$ cat src/rtl/bridge_pkg.sv
// Shared definitions for the UART bridge: ASCII constants, response
// length, FSM state type and the nibble-to-ASCII hex encoder.
package bridge_pkg;

  localparam logic [7:0] ASCII_CR = 8'h0D;
  localparam logic [7:0] ASCII_LF = 8'h0A;
  localparam logic [7:0] ASCII_R  = 8'h52;
  localparam logic [7:0] ASCII_W  = 8'h57;
  localparam logic [7:0] ASCII_D  = 8'h44;

  // Header + four hex digits + CR + LF
  localparam int MSG_LEN = 7;

  typedef enum logic {
    IDLE = 1'b0,
    SEND = 1'b1
  } state_t;

  // Map a nibble to its uppercase ASCII hex digit ('0'-'9', 'A'-'F').
  function automatic logic [7:0] nib2ascii(input logic [3:0] nib);
    if (nib < 4'd10) begin
      return 8'h30 + {4'h0, nib};
    end
    return 8'h37 + {4'h0, nib};
  endfunction

endpackage

$ cat src/rtl/bridge_tx.sv
// bridge_tx: turns a 16-bit bus read result into the 7-byte ASCII reply
// RESP_CHAR, 4 hex digits (MSB first), CR, LF, handed to a UART transmitter
// over a valid/ready byte interface. Write completions produce no reply.
// Optional feature macro: BRIDGE_TX_PENDING_EN adds a one-entry buffer for a
// read result that arrives while a reply is still being sent; without it
// such results are discarded and drop_o pulses.
module bridge_tx
  import bridge_pkg::*;
#(
  parameter logic [7:0] RESP_CHAR = 8'h44
) (
  input  logic        clk,
  input  logic        rst,
  input  logic [15:0] data_i,
  input  logic        rw_i,
  input  logic        valid_i,
  output logic [7:0]  data_o,
  output logic        valid_o,
  input  logic        ready_i,
  output logic        busy_o,
  output logic        drop_o
);

  state_t      state_q, state_d;
  logic [2:0]  idx_q, idx_d;
  logic [15:0] data_q, data_d;
  logic        valid_q, valid_d;
  logic [7:0]  byte_q, byte_d;
  logic        busy_q, busy_d;
  logic        drop_q, drop_d;

`ifdef BRIDGE_TX_PENDING_EN
  logic        pend_valid_q, pend_valid_d;
  logic [15:0] pend_data_q, pend_data_d;
`endif

  logic rd_strobe;
  logic accept;
  logic last;

  // Byte of the reply at a given index for a captured data word.
  function automatic logic [7:0] msg_byte(input logic [2:0] idx, input logic [15:0] d);
    case (idx)
      3'd0:    return RESP_CHAR;
      3'd1:    return nib2ascii(d[15:12]);
      3'd2:    return nib2ascii(d[11:8]);
      3'd3:    return nib2ascii(d[7:4]);
      3'd4:    return nib2ascii(d[3:0]);
      3'd5:    return ASCII_CR;
      default: return ASCII_LF;
    endcase
  endfunction

  assign rd_strobe = valid_i && !rw_i;
  // ready_i only counts while a byte is actually on offer
  assign accept    = (state_q == SEND) && valid_q && ready_i;
  assign last      = (idx_q == 3'(MSG_LEN - 1));

  // Next-state logic: sequencing, strobe capture, drop and output byte select
  always_comb begin
    state_d = state_q;
    idx_d   = idx_q;
    data_d  = data_q;
    drop_d  = 1'b0;
`ifdef BRIDGE_TX_PENDING_EN
    pend_valid_d = pend_valid_q;
    pend_data_d  = pend_data_q;
`endif

    case (state_q)
      IDLE: begin
        if (rd_strobe) begin
          state_d = SEND;
          idx_d   = 3'd0;
          data_d  = data_i;
        end
      end
      default: begin
        if (accept) begin
          if (last) begin
            state_d = IDLE;
            idx_d   = 3'd0;
          end else begin
            idx_d = idx_q + 3'd1;
          end
        end
`ifdef BRIDGE_TX_PENDING_EN
        if (accept && last && pend_valid_q) begin
          // Chain the buffered reply straight after LF; the slot was still
          // full when this cycle's strobe (if any) arrived, so that one is lost.
          state_d      = SEND;
          idx_d        = 3'd0;
          data_d       = pend_data_q;
          pend_valid_d = 1'b0;
          drop_d       = rd_strobe;
        end else if (accept && last && rd_strobe) begin
          // Strobe on the LF-accept cycle: buffer and consume in one step.
          state_d = SEND;
          idx_d   = 3'd0;
          data_d  = data_i;
        end else if (rd_strobe) begin
          if (pend_valid_q) begin
            drop_d = 1'b1;
          end else begin
            pend_valid_d = 1'b1;
            pend_data_d  = data_i;
          end
        end
`else
        drop_d = rd_strobe;
`endif
      end
    endcase

    valid_d = (state_d == SEND);
    busy_d  = (state_d == SEND);
    byte_d  = (state_d == SEND) ? msg_byte(idx_d, data_d) : 8'h00;
  end

  // State and output registers with synchronous reset
  always_ff @(posedge clk) begin
    if (rst) begin
      state_q <= IDLE;
      idx_q   <= 3'd0;
      data_q  <= 16'h0000;
      valid_q <= 1'b0;
      byte_q  <= 8'h00;
      busy_q  <= 1'b0;
      drop_q  <= 1'b0;
    end else begin
      state_q <= state_d;
      idx_q   <= idx_d;
      data_q  <= data_d;
      valid_q <= valid_d;
      byte_q  <= byte_d;
      busy_q  <= busy_d;
      drop_q  <= drop_d;
    end
  end

`ifdef BRIDGE_TX_PENDING_EN
  // Pending buffer register
  always_ff @(posedge clk) begin
    if (rst) begin
      pend_valid_q <= 1'b0;
      pend_data_q  <= 16'h0000;
    end else begin
      pend_valid_q <= pend_valid_d;
      pend_data_q  <= pend_data_d;
    end
  end
`endif

  assign data_o  = byte_q;
  assign valid_o = valid_q;
  assign busy_o  = busy_q;
  assign drop_o  = drop_q;

endmodule

$ cat config.mk
export PLATFORM = sky130hd
export DESIGN_NAME = bridge_tx
export DESIGN_NICKNAME = d
export VERILOG_FILES = /design/src/rtl/bridge_pkg.sv /design/src/rtl/bridge_tx.sv
export SDC_FILE = /design/constraint.sdc
export NUM_CORES = 1
export LEC_CHECK = 0
export BUFFER_PORTS_ARGS = -buffer_cell sky130_fd_sc_hd__buf_4
export CORE_AREA = 10 10 66 96
export CTS_CLUSTER_DIAMETER = 100
export DETAILED_ROUTE_END_ITERATION = 10
export DIE_AREA = 0 0 76 106
export PLACE_DENSITY_LB_ADDON = 0.1
export SLEW_MARGIN = 20
export SYNTH_ARGS = -nofsm -noshare
export SYNTH_HDL_FRONTEND = slang
export SYNTH_SLANG_ARGS = --single-unit
$ cat constraint.sdc
create_clock -name clk -period 2.4 [get_ports clk]
set_input_delay 0.72 -clock clk [delete_from_list [all_inputs] [get_ports clk]]
set_output_delay 0.72 -clock clk [all_outputs]
set_load 0.01 [all_outputs]
==> results by group, run 1 <==
Clock network
  – Clock transition at the registers of the reported paths: 0.10 ns
  – Total CTS buffers: 3
  – Post-CTS setup buffer count: 0
  – Clock buffer depth: 2
  – Cts repair resizes: 0
  – Worst skew pair latency: 0.28 ns
  – Cts hold-fix bufs: 0
  – H-tree lvl count: 1
  – CTS Root Buffer Type: clkbuf_8
  – CTS tree: yes
  – Sink Count: 28

Worst hold path
  – HP Start: data_q[10]$_SDFF_PP0_
  – Worst Hold Class: reg -> reg

Layout
  – Share of cells above drive strength 1: 0.238
  – Util after Layout: 0.482
  – Fill cells: 492
  – Nets: 293
  – Area growth syn-to-layout: 25.3%
  – N_diodes: 0
  – Post-route design area: 2260 um2
  – Final Non-Filler Cells: 335

Power and ir drop
  – NetSw: 0.000280 W
  – Maximum VDD drop: 0.000336 V
  – Internal power: 0.000707 W
  – PwrDens: 437 nW/um2
  – Clock network fraction of design power: 0.267
  – Cell leakage power: 0.843 nW
  – Comb pwr share: 0.229
  – Net Sw Frac: 0.284
  – Tot Pwr: 0.000988 W
  – Flop pwr share: 0.505

Worst setup path
  – CP peak stage delay: 0.40 ns
  – Type of the worst setup path: in -> reg
  – Setup crit start kind: input port
  – Worst Path Arrival: 2.35 ns
  – CP cell instances: buf_4 -> nor3b_4 -> buf_12 -> mux2_2 -> a21o_1 -> or4_1 -> a31oi_1
  – Worst Path Max Fanout: 25
  – CP Launch Point: rw_i
  – Req. time, crit path: 2.61 ns
  – Critical R2R Launch: idx_q[1]$_SDFF_PP0_
  – CP endpoint kind: flop
  – Worst path slowest cell: or4_1

Place
  – Post-placement cell area: 2220 um2
  – Hpwl dp: 3950 um
  – I/O Buffers: 30
  – RePlAce Congestion: 0.809
  – Dpl cells: 332

Synthesis
  – Warnings from Yosys: 0
  – Primary FF master, synth: dfxtp_1
  – Synth area leaders: dfxtp_1 (31%), mux2i_1 (6.7%), o21ai_0 (6.4%)
  – EDFF count, synth: 0
  – Mapped Nets: 250
  – Post-synth ARST share: 0
  – Flops & latches, synth: 28
  – Post-synth top area cell: dfxtp_1
  – Mean post-synth cell area: 7.91 um2
  – Post-Syn Area: 1800 um2
  – Top cells by count, synth: dfxtp_1 (28), nand2_1 (27), o21ai_0 (23), a21oi_1 (19), nor2_1 (16)
  – Sequential-to-total area share from yosys stat: 0.311
  – Cells after Synth: 228
  – Distinct cell type count after synthesis: 48
  – Top-count cell post-synth: dfxtp_1
  – Share of the synthesized area in the top cell type: 0.311

Floorplanning
  – # rows: 31
  – Core footprint: 4690 um2
  – Full die area: 8060 um2
  – Initial Util: 0.384
  – Die Ht: 106 um
  – Die Wd: 76 um
  – Io pins: 32

GRT
  – Grt peak-use layer: met2
  – First-pass GRT wire length: 8250 um
  – Initial antenna violation count: 0
  – Largest net degree at the start of global routing: 26
  – GR met2 Demand/Resource: 0.222
  – GRT Resource Usage Total: 0.120
  – Vias in the first global route: 1,736
  – Met1 GRT Util: 0.131
  – Met3 usage: 0.0202
  – Grt total ovfl: 0

Detailed routing
  – Antenna Nets Post-Route: 0
  – Routed WL per cell: 15.0 um
  – Post-Route WL: 5010 um
  – DR vias: 1,782
  – Initial drt markers: 95
  – Vias per Instance: 5.32
  – # DRC: 0
  – Total iterations of the first detailed-routing run: 4

Timing
  – Max Clock Freq: 469 MHz
  – Clock skew: 0.00379 ns
  – Setup TNS: 0 ns
  – Final setup fails: 0
  – Tmin final: 2.13 ns
  – RSZ-0062 raised after global routing: no
  – Final hold vios: 0
  – Pins over their slew limit: 0
  – Final worst-path cycle share: 0.889

Outcome
  – Status: finished, final reports clean

Flow run
  – Max_cap viols: 0
-- final timing paths --
path / endpoint / cells past startpoint / slack (ns)
max: data_o[6]$_SDFF_PP0_ / 7 / 0.27
max reg2reg: data_o[4]$_SDFF_PP0_ / 6 / 0.43
min: data_q[10]$_SDFF_PP0_ / 2 / 0.49
min reg2reg: data_q[10]$_SDFF_PP0_ / 2 / 0.49
-- final cells by class --
type                    count  area, um2  area share
clock buffers               3       41.3      0.0183
repair buffers             54        418       0.185
flip-flops and latches     28        561       0.248
inverters                   5       18.8     0.00830
well taps                  66       82.6      0.0365
multi-input cells         179       1140       0.504
-- flip-flops by register name, indices dropped and copies added, names as in the netlist --
signal and count:
data_o 7, drop_o 1, data_q 16, busy_o 1, idx_q 3
-- power by group through the flow --
stage	logic [W]	clock network [W]	registers, W
2_1_floorplan	0.000131	0	0.000508
3_3_place_gp	0.000228	0	0.000509
3_5_place_dp	0.000228	0	0.000509
4_1_cts	0.000229	0.000269	0.000499
5_1_grt	0.000251	0.000289	0.000502
6_report	0.000226	0.000263	0.000498
-- stage by stage --
step / hold slack (ns) / setup slack [ns]
global route: 0.537 / 0.0502
floorplan: 0.451 / -0.0330
detailed placement: 0.482 / -0.0387
CTS: 0.496 / 0.252
global placement: 0.475 / -0.0899
finish: 0.490 / 0.266
-- critical path, delay by kind of cell --
kind	cells	cell delay [ns]
simple gates	2	0.63
mux	1	0.36
buf+inv	2	0.33
compound gates	2	0.30
-- layer usage --
metal	up-vias	part of all wire	wire length (um)
met5	-	0	0
met4	0	0.025	127
met3	9	0.035	177
met2	42	0.52	2620
met1	818	0.42	2090
li1	913	-	-
-- cell usage in the layout, fill, tap and decap left out, types with 2 or more instances in the layout --
cell and count:
dfxtp_1 28, xnor2_1 5, nor3_1 7, nand4_1 2, inv_1 5, a22oi_1 4
and4b_1 2, buf_4 53, mux2_2 3, nand2_1 27, o311ai_0 2, nor4bb_1 2
o21ai_0 23, nor2b_1 5, or4_1 4, nor2_1 16, mux2i_1 12, nand2b_1 9
a21oi_1 19, o211ai_1 4, clkbuf_8 3, nand3_1 2, nand3b_1 2, a31oi_1 4
a221oi_1 2, xor2_1 3
-- logic make-up (layout without fill, tap and decap cells) --
logic type,Yosys count,in the layout,share of synthesized area
other,1,1,0.00208
DFF,28,28,0.311
xor gates and xnor gates,8,8,0.0388
and+or+nand+nor,84,84,0.254
AOI/OAI and AO/OA,70,70,0.243
adders and majority gates,1,1,0.00693
muxes,15,15,0.0853
buffers and inverters,21,62,0.0589
No activity file was read; power rests on OpenSTA's default activity.
==> run 2: changes to the inputs <==
--- a/config.mk
+++ b/config.mk
@@ -6,10 +6,10 @@
 export NUM_CORES = 1
 export LEC_CHECK = 0
 export BUFFER_PORTS_ARGS = -buffer_cell sky130_fd_sc_hd__buf_4
-export CORE_AREA = 10 10 66 96
+export CORE_AREA = 2 2 58 88
 export CTS_CLUSTER_DIAMETER = 100
 export DETAILED_ROUTE_END_ITERATION = 10
-export DIE_AREA = 0 0 76 106
+export DIE_AREA = 0 0 60 90
 export PLACE_DENSITY_LB_ADDON = 0.1
 export SLEW_MARGIN = 20
 export SYNTH_ARGS = -nofsm -noshare
==> constraint.sdc (replaced) <==
create_clock -name clk -period 2.7 [get_ports clk]
set_input_delay 0.27 -clock clk [delete_from_list [all_inputs] [get_ports clk]]
set_output_delay 0.27 -clock clk [all_outputs]
set_load 0.01 [all_outputs]
==> run 2 against run 1 <==
Compared with the run above: flip-flop and latch count did not move; critical endpoint is now data_o[5]$_SDFF_PP0_; critical path type is now reg -> reg; register-to-register slack better by 0.09 ns; clock power about the same; combinational power decreased by 20%; critical path depth shrank 1; non-clock buffer count shrank 19.
==> results by group, run 2 (synthesized netlist as in run 1, its figures left out) <==
Clock network
  – Sink Count: 28 (unchanged)
  – H-tree lvl count: 1 (unchanged)
  – CTS tree: yes
  – Clock transition at the registers of the reported paths: 0.10 ns (about the same)
  – Clock buffer depth: 2 (unchanged)
  – Total CTS buffers: 3 (unchanged)
  – Cts hold-fix bufs: 0 (unchanged)
  – Post-CTS setup buffer count: 0 (unchanged)
  – Worst skew pair latency: 0.27 ns (about the same)
  – Cts repair resizes: 0 (unchanged)
  – CTS Root Buffer Type: clkbuf_8

Layout
  – Number of flip-flops in the largest register: 16 (unchanged)
  – Commonest non-fill, non-tap cells in the layout: buf_4 (35), dfxtp_1 (28), nand2_1 (27), o21ai_0 (23), a21oi_1 (19)
  – Register area: 561 um2 (unchanged)
  – Final Non-Filler Cells: 317 (-5.4%)
  – Area of the multi-input gates: 1140 um2 (-0.22%)
  – N_diodes: 0 (unchanged)
  – Share of cells above drive strength 1: 0.179 (-0.0586)
  – Nets: 274 (-6.5%)
  – Post-route design area: 2120 um2 (-6.4%)
  – Fill cells: 477 (-3.0%)
  – Commonest non-fill, non-tap cell in the layout: buf_4
  – Reg with most FFs: data_q
  – Area growth syn-to-layout: 17.3%

Detailed routing
  – DR vias: 1,719 (-3.5%)
  – Routed WL per cell: 15.1 um (+1.1%)
  – Total iterations of the first detailed-routing run: 4 (unchanged)
  – Vias per Instance: 5.42 (+1.9%)
  – Initial drt markers: 93 (-2.1%)
  – # DRC: 0 (unchanged)
  – Antenna Nets Post-Route: 0 (unchanged)
  – Post-Route WL: 4800 um (-4.3%)

Timing
  – Final worst-path cycle share: 0.806
  – Setup TNS: 0 ns (unchanged)
  – Final setup fails: 0 (unchanged)
  – Clock skew: 0.00429 ns (+0.000492 ns)
  – Pins over their slew limit: 0 (unchanged)
  – Max Clock Freq: 459 MHz
  – Slew @ Worst Pin: 0.731 ns
  – Tmin final: 2.18 ns
  – RSZ-0062 raised after global routing: no
  – Final hold vios: 0 (unchanged)
  – Slew headroom: 0.512

Worst hold path
  – HP Start: data_i[5]
  – Worst hold stages: 3 (+1)
  – Worst hold endpoint: data_q[5]$_SDFF_PP0_
  – Worst Hold Class: in -> reg

GRT
  – Vias in the first global route: 1,637 (-5.7%)
  – Largest net degree at the start of global routing: 27 (+3.8%)
  – First-pass GRT wire length: 7750 um (-6.1%)
  – Initial antenna violation count: 0 (unchanged)
  – GRT Resource Usage Total: 0.183 (+0.0628)
  – Grt total ovfl: 0 (unchanged)

Floorplanning
  – Core footprint: 4690 um2 (unchanged)
  – Die Ht: 90 um (-15%)
  – # rows: 31 (unchanged)
  – Die Wd: 60 um (-21%)
  – Io pins: 32 (unchanged)
  – Initial Util: 0.384 (unchanged)
  – Full die area: 5400 um2 (-33%)

Worst setup path
  – Critical R2R Launch: busy_o$_SDFF_PP0_
  – Req. time, crit path: 2.86 ns (+0.25 ns)
  – Worst r2r path cells: 6 (unchanged)
  – Setup crit start kind: flop
  – Worst Path Max Fanout: 26 (+4.0%)
  – Reg-to-reg setup timing slack: 0.52 ns (+0.09 ns)
  – Worst Path Arrival: 2.34 ns (about the same)
  – CP endpoint kind: flop
  – Type of the worst setup path: reg -> reg
  – R2r endpoint: data_o[5]$_SDFF_PP0_

Place
  – RePlAce Congestion: 0.818 (+1.1%)
  – Post-placement cell area: 2060 um2 (-7.1%)
  – I/O Buffers: 30 (unchanged)
  – Dpl cells: 313 (-5.7%)
  – Hpwl dp: 3610 um (-8.6%)

Flow run
  – Max_cap viols: 0 (unchanged)

Power and ir drop
  – Cell leakage power: 0.755 nW (-11%)
  – PwrDens: 418 nW/um2 (-4.3%)
  – Maximum VDD drop: 0.000237 V (-29%)

Outcome
  – Status: finished, final reports clean
## run 2: changes by cell type in the layout (fill, tap and decap cells not counted), sizes merged
cell    previous run  this run
buf               54        35
clkbuf             3         4
## run 2: cell type report
type,instances,area share
Inverter,5,0.00887
Sequential cell,28,0.265
Tap cell,66,0.0390
Multi-Input combinational cell,179,0.537
Timing Repair Buffer,35,0.124
Clock buffer,4,0.0260
## run 2: worst max-delay path: stages, from the launching register on
cell and delay, ns:
dfxtp_1 0.35, nor3b_4 0.35, buf_4 0.37, mux2i_1 0.41, inv_1 0.07, a221oi_1 0.37, a21oi_1 0.11
## run 2: how the worst max path moves through the flow
stage                                   start  slack, ns              endpoint
after global routing        busy_o$_SDFF_PP0_       0.39  data_o[4]$_SDFF_PP0_
after CTS                 idx_q[1]$_SDFF_PP0_       0.51  data_o[3]$_SDFF_PP0_
after floorplan             busy_o$_SDFF_PP0_       0.44  data_o[6]$_SDFF_PP0_
final                       busy_o$_SDFF_PP0_       0.52  data_o[5]$_SDFF_PP0_
after global placement                   rw_i       0.54  data_o[5]$_SDFF_PP0_
after detailed placement                 rw_i       0.49  data_o[5]$_SDFF_PP0_
## run 2: metal layers
| layer | share of wire | track usage | vias up |
|---|---|---|---|
| met2 | 0.54 | 0.325 | 32 |
| met3 | 0.022 | 0.0173 | 7 |
| li1 | - | - | 876 |
| met1 | 0.41 | 0.222 | 804 |
| met5 | 0 | 0 | - |
| met4 | 0.019 | 0.0574 | 0 |
## run 2: stage by stage
stage / setup slack, ns / power (W) / hold slack, ns / utilization
finish: 0.523 / 0.000885 / 0.249 / 0.451
global route: 0.393 / 0.000931 / 0.250 / 0.451
CTS: 0.508 / 0.000894 / 0.248 / 0.451
detailed placement: 0.488 / 0.000633 / 0.485 / 0.439
global placement: 0.538 / 0.000633 / 0.481 / 0.439
floorplan: 0.435 / 0.000565 / 0.406 / -
## run 2: power by group
part           leakage, nW  total [W]  internal (W)  switching, W
Clock               0.0288   0.000263      0.000131      0.000132
Sequential           0.228   0.000443      0.000430     0.0000130
Combinational        0.498   0.000180     0.0000793      0.000101
